`src/rtl/deser_demux8.sv`:
```
`default_nettype none
// ============================================================================
//  Module   : deser_demux8
//  Purpose  : Serial-to-parallel deserializer; steers the k-th bit of a frame
//             to word position k and emits the word over valid/ready.
//  Revision : 1.0
// ============================================================================
module deser_demux8 #(
    parameter int WIDTH     = 8,
    parameter int SEL_W     = 3,
    parameter bit MSB_FIRST = 1'b0
) (
    input  logic             clk,
    input  logic             rst_n,
    input  logic             in_bit,
    input  logic             in_valid,
    input  logic             in_last,
    output logic             in_ready,
    output logic [WIDTH-1:0] out_data,
    output logic [SEL_W:0]   out_len,
    output logic             out_valid,
    input  logic             out_ready
);

    localparam logic [SEL_W-1:0] c_last_pos = SEL_W'(WIDTH - 1);
    localparam logic [SEL_W-1:0] c_cnt_one  = {{(SEL_W-1){1'b0}}, 1'b1};

    logic [WIDTH-1:0] r_acc;
    logic [SEL_W-1:0] r_cnt;
    logic             r_pend;
    logic [SEL_W:0]   r_pend_len;
    logic [WIDTH-1:0] r_out_data;
    logic [SEL_W:0]   r_out_len;
    logic             r_out_valid;

    logic [SEL_W-1:0] w_pos;
    logic [WIDTH-1:0] w_word;
    logic [SEL_W:0]   w_len;
    logic             w_accept;
    logic             w_done;
    logic             w_drain;
    logic             w_slot_free;

    generate
        if (MSB_FIRST) begin : g_msb_first
            assign w_pos = c_last_pos - r_cnt;
        end else begin : g_lsb_first
            assign w_pos = r_cnt;
        end
    endgenerate

    // Accumulator with the current beat merged in; used both for mid-frame
    // updates and as the finished word on the completing beat.
    always_comb begin
        w_word        = r_acc;
        w_word[w_pos] = in_bit;
    end

    assign in_ready    = rst_n && !r_pend;
    assign w_accept    = in_valid && in_ready;
    assign w_done      = w_accept && ((r_cnt == c_last_pos) || in_last);
    assign w_len       = {1'b0, r_cnt} + {{SEL_W{1'b0}}, 1'b1};
    assign w_drain     = r_out_valid && out_ready;
    assign w_slot_free = !r_out_valid || out_ready;

    always_ff @(posedge clk) begin
        if (!rst_n) begin
            r_acc       <= '0;
            r_cnt       <= '0;
            r_pend      <= 1'b0;
            r_pend_len  <= '0;
            r_out_data  <= '0;
            r_out_len   <= '0;
            r_out_valid <= 1'b0;
        end else if (r_pend) begin
            // Input is stalled; the held word moves out once the slot drains.
            if (w_drain) begin
                r_out_data  <= r_acc;
                r_out_len   <= r_pend_len;
                r_out_valid <= 1'b1;
                r_pend      <= 1'b0;
                r_acc       <= '0;
            end
        end else if (w_done) begin
            r_cnt <= '0;
            if (w_slot_free) begin
                r_out_data  <= w_word;
                r_out_len   <= w_len;
                r_out_valid <= 1'b1;
                r_acc       <= '0;
            end else begin
                r_acc      <= w_word;
                r_pend     <= 1'b1;
                r_pend_len <= w_len;
            end
        end else begin
            if (w_accept) begin
                r_acc <= w_word;
                r_cnt <= r_cnt + c_cnt_one;
            end
            if (w_drain) begin
                r_out_valid <= 1'b0;
            end
        end
    end

    assign out_data  = r_out_data;
    assign out_len   = r_out_len;
    assign out_valid = r_out_valid;

endmodule
`default_nettype wire

```
`config.mk`:
```
export PLATFORM = sky130hd
export DESIGN_NAME = deser_demux8
export DESIGN_NICKNAME = d
export VERILOG_FILES = /design/src/rtl/deser_demux8.sv
export SDC_FILE = /design/constraint.sdc
export NUM_CORES = 1
export LEC_CHECK = 0
export CORE_MARGIN = 2
export CORE_UTILIZATION = 35
export CTS_BUF_LIST = sky130_fd_sc_hd__clkbuf_16
export DETAILED_ROUTE_END_ITERATION = 10
export GPL_ROUTABILITY_DRIVEN = 0
export SYNTH_ARGS = -nofsm -noshare
export SYNTH_HDL_FRONTEND = slang
export SYNTH_SLANG_ARGS = --single-unit
```
`constraint.sdc`:
```
create_clock -name clk -period 2.2 [get_ports clk]
set_clock_uncertainty 0.2 [all_clocks]
set_input_delay 0.44 -clock clk [delete_from_list [all_inputs] [get_ports clk]]
set_output_delay 0.44 -clock clk [all_outputs]
set_load 0.005 [all_outputs]
```
## After elaboration in Yosys (flattened, before gate mapping)

Cells that the tools add are included.

- Input port bits: 6
- Register bits after elaboration: 29
- Output and inout bits: 14
- Logic and storage cells: 62

- Equality and inequality tests: 3
- Mux-type cells: 27
- $add $sub $neg: 2
- Reductions and logical operators: 19
- $lt $le $gt $ge: 2
- Bitwise gates (word level): 2

Operators with widths:

| kind | number |
|---|---|
| two-way mux 8 bit | 9 |
| two-way mux 4 bit | 4 |
| two-way mux 1 bit | 10 |
| AND reduction 3 bit | 3 |
| bitwise mux 8 bit | 1 |
| nonzero test 2 bit | 4 |
| two-way mux 3 bit | 2 |
| logical AND 1 bit | 5 |
| adder 3 x 1 -> 4 bit (second input constant) | 1 |
| less-than comparator 3 x 4 -> 1 bit (second input constant) | 1 |
| AND reduction 2 bit | 2 |
| adder 3 x 1 -> 3 bit (second input constant) | 1 |
| demux 1 bit (select 3 bit) | 1 |
| equality test 3 bit (second input constant) | 1 |
| >= comparator 3 x 1 -> 1 bit (second input constant) | 1 |
| != test 3 x 2 -> 1 bit (second input constant) | 1 |
| nonzero test 3 bit | 1 |
| zero test 1 bit | 2 |
| logical OR 1 bit | 2 |
| != test 2 x 1 -> 1 bit (second input constant) | 1 |
| inverter 1 bit | 2 |

## Depth between registers and ports, before layout

- Depth after elaboration: 8
- Mapped depth: 6
- Depth with buffers taken out: 5

## Worst setup path before layout

Ideal clock, no wire load.

- Kind: flip-flop to flip-flop
- Start: reg r_cnt[0]
- End: reg r_out_data[1] (netlist: out_data[1])
- Clock period less this slack: 1.936 ns
- Cell stages (with the launch flop): 7
- Slack: 0.264 ns
- Buffers on the path: 1
- Setup time: 0.087 ns
- Required time: 1.913 ns
- Arrival: 1.650 ns
- Cell sequence: dfxtp_1 ha_1 ha_1 o21a_2 a31o_4 buf_6 a221oi_2

- Longest elaborated chain between the ends: 8
- Elaborated cells on any way between the ends: 14
- Classes of those cells: order compare (2); eq/ne (1); mux (6); reduce/logical (5)

Ends and longest elaborated chain:

| element | RTL line | source |
|---|---|---|
| start, declared | 29 | `logic [SEL_W-1:0] r_cnt;` |
| start signal, assigned | 99 | `r_cnt <= r_cnt + c_cnt_one;` |
| less-than comparator 3 x 4 -> 1 bit (not written as such) / >= comparator 3 x 1 -> 1 bit (equally long branches) | 56 | `w_word[w_pos] = in_bit;` |
| logical AND 1 bit (not written as such) | 56 |  |
| two-way mux 1 bit (not written as such) | 56 |  |
| demux 1 bit (select 3 bit) | 56 |  |
| bitwise mux 8 bit | 56 |  |
| two-way mux 8 bit | 86 | `if (w_slot_free) begin` |
| two-way mux 8 bit | 84 | `end else if (w_done) begin` |
| two-way mux 8 bit | 75 | `end else if (r_pend) begin` |
| end signal, assigned | 78 | `r_out_data <= r_acc;` |
| end signal, assigned | 87 | `r_out_data <= w_word;` |
| end, declared | 32 | `logic [WIDTH-1:0] r_out_data;` |

Parallel ways exist; a longest one is shown, timed or not. The select of a mux whose other input is x is not followed.
A chain may end at the register's enable or synchronous reset.

## Worst setup path after layout

- Start: in rst_n
- End: out in_ready

- Longest elaborated chain between the ends: 1

Ends and longest elaborated chain:

| element | RTL line | source |
|---|---|---|
| start, declared | 14 | `input logic rst_n,` |
| logical AND 1 bit | 59 | `assign in_ready = rst_n && !r_pend;` |
| end, declared | 18 | `output logic in_ready,` |

Every way passes these cells.

==> results.py <==
metrics = {
    "finish": {
        "layout-drive-gt1-share_pct": 20.9,
        "nets": 203,
        "final_cells": 263,
        "area_delta_synth_final_pct": 23.4,
        "n_antenna_cell": 0,
        "fill_cells": 473,
        "stdcell_area_um2": 2140,
        "utilization_pct": 45.0,
    },
    "setup_path": {
        "arrival_ns": 1.33,
        "worstSetupPathType": "input pin to primary output",
        "worstReg2RegStart": "r_cnt[0]",
        "crit_path_end_kind": "primary output",
        "worstReg2RegEnd": "out_data[7]",
        "cp_num_cells": 3,
        "crit_required_ns": 1.56,
        "critical_path.endpoint": "in_ready",
        "crit_slowest_cell": "clkdlybuf4s50_1",
        "startpoint_type": "input pin",
        "max_stage_delay_ns": 0.48,
        "crit_chain": "clkdlybuf4s50_1 > nor2b_4 > dlygate4sd2_1",
        "crit_start": "rst_n",
        "worstPathMaxFanout": 2,
        "crit_buf_inv": 2,
        "r2r_slack_ns": 0.25,
        "crit_family": "buffers and inverters",
        "rr_worst_depth": 5,
    },
    "place": {
        "postPlaceCellArea_um2": 2000,
        "dp_slack_ns": -0.0393,
        "hpwl_mm": 3.06,
        "dp.cells": 255,
        "portBuffers": 19,
    },
    "synth": {
        "yosysMostFrequentCell": "dfxtp_1",
        "synth_edf_count": 0,
        "synth_warnings": 0,
        "synthTopCellsByCount": "dfxtp_1, nor2_1, mux2i_1",
        "ys.flop_type": "dfxtp_1",
        "syn_inst": 174,
        "yosys.area.top_type_share_pct": 33.5,
        "ys_ff_latch": 29,
        "synth_fp_nets": 182,
        "synth_seq_area_share_pct": 33.5,
        "yosys.area.top_type": "dfxtp_1",
        "yosysUniqueCellTypes": 46,
        "yosys-top-cells-area": "dfxtp_1, mux2i_1, a221oi_2",
        "netlist_area_um2": 1730,
        "synthArstFlopShare_pct": 0,
        "syn_area_per_cell_um2": 9.97,
    },
    "global_routing": {
        "grt_overflow": 0,
        "grt_usage_pct": 17.4,
        "grt_max_degree": 25,
        "antenna_found_initial": 0,
        "grt_pass1_vias": 1467,
        "grt_pass1_wl_mm": 7.33,
    },
    "sta": {
        "fmax_mhz": 508,
        "hold_viol": 0,
        "rsz0062_at_grt": "no",
        "hold_slack_ns": 0.275,
        "setup_slack_ns": 0.232,
        "setup_viol": 0,
        "slew_headroom_pct": 67.9,
        "fin_tns_setup_ns": 0,
        "fin_crit_ns": 1.97,
        "drv_slew": 0,
        "worst_slew_pin_slew_ns": 0.478,
        "post-route-period-util_pct": 89.5,
    },
    "hold_path": {
        "hold_path_class": "flop to flop",
    },
    "status": {
        "outcome": "finished clean",
    },
    "clocking": {
        "cts_setup_buffers": 0,
        "cts_buffers": 5,
        "cts_hold_buf": 0,
        "clkTransAtPathRegs_ns": 0.05,
        "cts.path.max_buffers": 2,
        "clock-root-buffer": "clkbuf_16",
        "clock_latency_ns": 0.27,
        "cts_tree": "built",
        "ctsHtreeMaxLevel": 2,
        "post_cts_resized": 1,
        "clock-sinks": 29,
    },
    "run": {
        "maxCapViolCount": 0,
    },
    "floorplanning": {
        "dieArea_um2": 5530,
        "start_util_pct": 36.5,
        "die_h_um": 74.4,
        "rows": 25,
        "coreArea_um2": 4750,
        "pin_count": 20,
        "die_w_um": 74.4,
    },
    "drt": {
        "antenna_left": 0,
        "drt_wl_total_mm": 4.27,
        "drt-initial-drc-count": 80,
        "vias": 1516,
        "avgViaCountPerCell": 5.76,
        "wl_per_cell_um": 16.2,
        "drc": 0,
        "first_pass_iters": 4,
    },
    "power": {
        "vdd_drop_max_mv": 0.381,
        "p_leak_nw": 0.718,
        "pwr_density_cell_nw_per_um2": 636,
        "power_mw": 1.36,
    },
}
==> per-layer routing <==
metal / track usage [%] / vias up / share of wire [%]
met2: 29.5 / 30 / 51
met4: 5.56 / 0 / 0.59
met3: 4.07 / 4 / 2.9
met5: 0 / - / 0
li1: - / 731 / -
met1: 22.0 / 751 / 45
==> state kept, by name (all words and copies together), names as in the netlist <==
| signal | flops |
|---|---|
| out_len | 4 |
| r_pend | 1 |
| r_cnt | 3 |
| out_data | 8 |
| r_pend_len | 4 |
| r_acc | 8 |
| out_valid | 1 |
==> kinds of logic (layout without fill, tap and decap cells) <==
family	after synthesis	after routing	synth area share (%)
AND/OR/NAND/NOR	56	56	24.0
adder cells (fa/ha/maj)	2	2	1.44
multiplexers	12	12	6.93
flip-flops	29	29	33.5
AO/OA/AOI/OAI	49	49	26.0
buffers and inverters	26	48	8.15
==> how the worst min path moves through the flow <==
stage / from / to / slack, ns / cells past startpoint
after CTS: r_pend_len[2] / r_pend_len[2] / 0.28 / 2
after global placement: r_pend_len[0] / r_pend_len[0] / 0.26 / 2
after global routing: r_pend_len[2] / r_pend_len[2] / 0.32 / 2
after floorplan: r_pend_len[0] / r_pend_len[0] / 0.25 / 2
after detailed placement: r_pend_len[2] / r_pend_len[2] / 0.27 / 2
final: r_pend_len[2] / r_pend_len[2] / 0.27 / 2
==> worst register-to-register path, cell delays in order, from the launching register on <==
cell and delay [ns]:
dfxtp_1 0.31, ha_1 0.19, ha_1 0.23, o21a_2 0.31, a31o_4 0.35, a221oi_1 0.26
==> placed cells by master (no fill, tap or decap), drive strengths merged, types with 2 or more instances in the layout <==
master	n
and4bb	3
clkbuf	5
a211oi	3
o2111ai	11
inv	9
and3	2
a311oi	4
nor2	14
nor4b	4
mux2i	12
nand3b	3
clkdlybuf4s50	18
o221ai	7
a221oi	8
o21ai	6
nand2	3
nand3	5
or3b	3
a22oi	2
dfxtp	29
or3	3
clkinv	3
buf	12
nor2b	2
ha	2
nand2b	5
nand4	3
a21oi	5
==> final cells by class <==
class	count	area [um^2]	area share (%)
Clock buffer	5	125	5.85
Inverter	9	33.8	1.58
Timing Repair Buffer	31	292	13.6
Tap cell	67	83.8	3.92
Multi-Input combinational cell	119	1010	47.3
Clock inverter	3	12.5	0.585
Sequential cell	29	581	27.1
==> report_power, final <==
group	internal (mW)	total, mW	switching (mW)
clock network	0.408	0.634	0.226
registers	0.543	0.555	0.0122
logic	0.0818	0.172	0.0902
(Power assumes the default switching activity.)
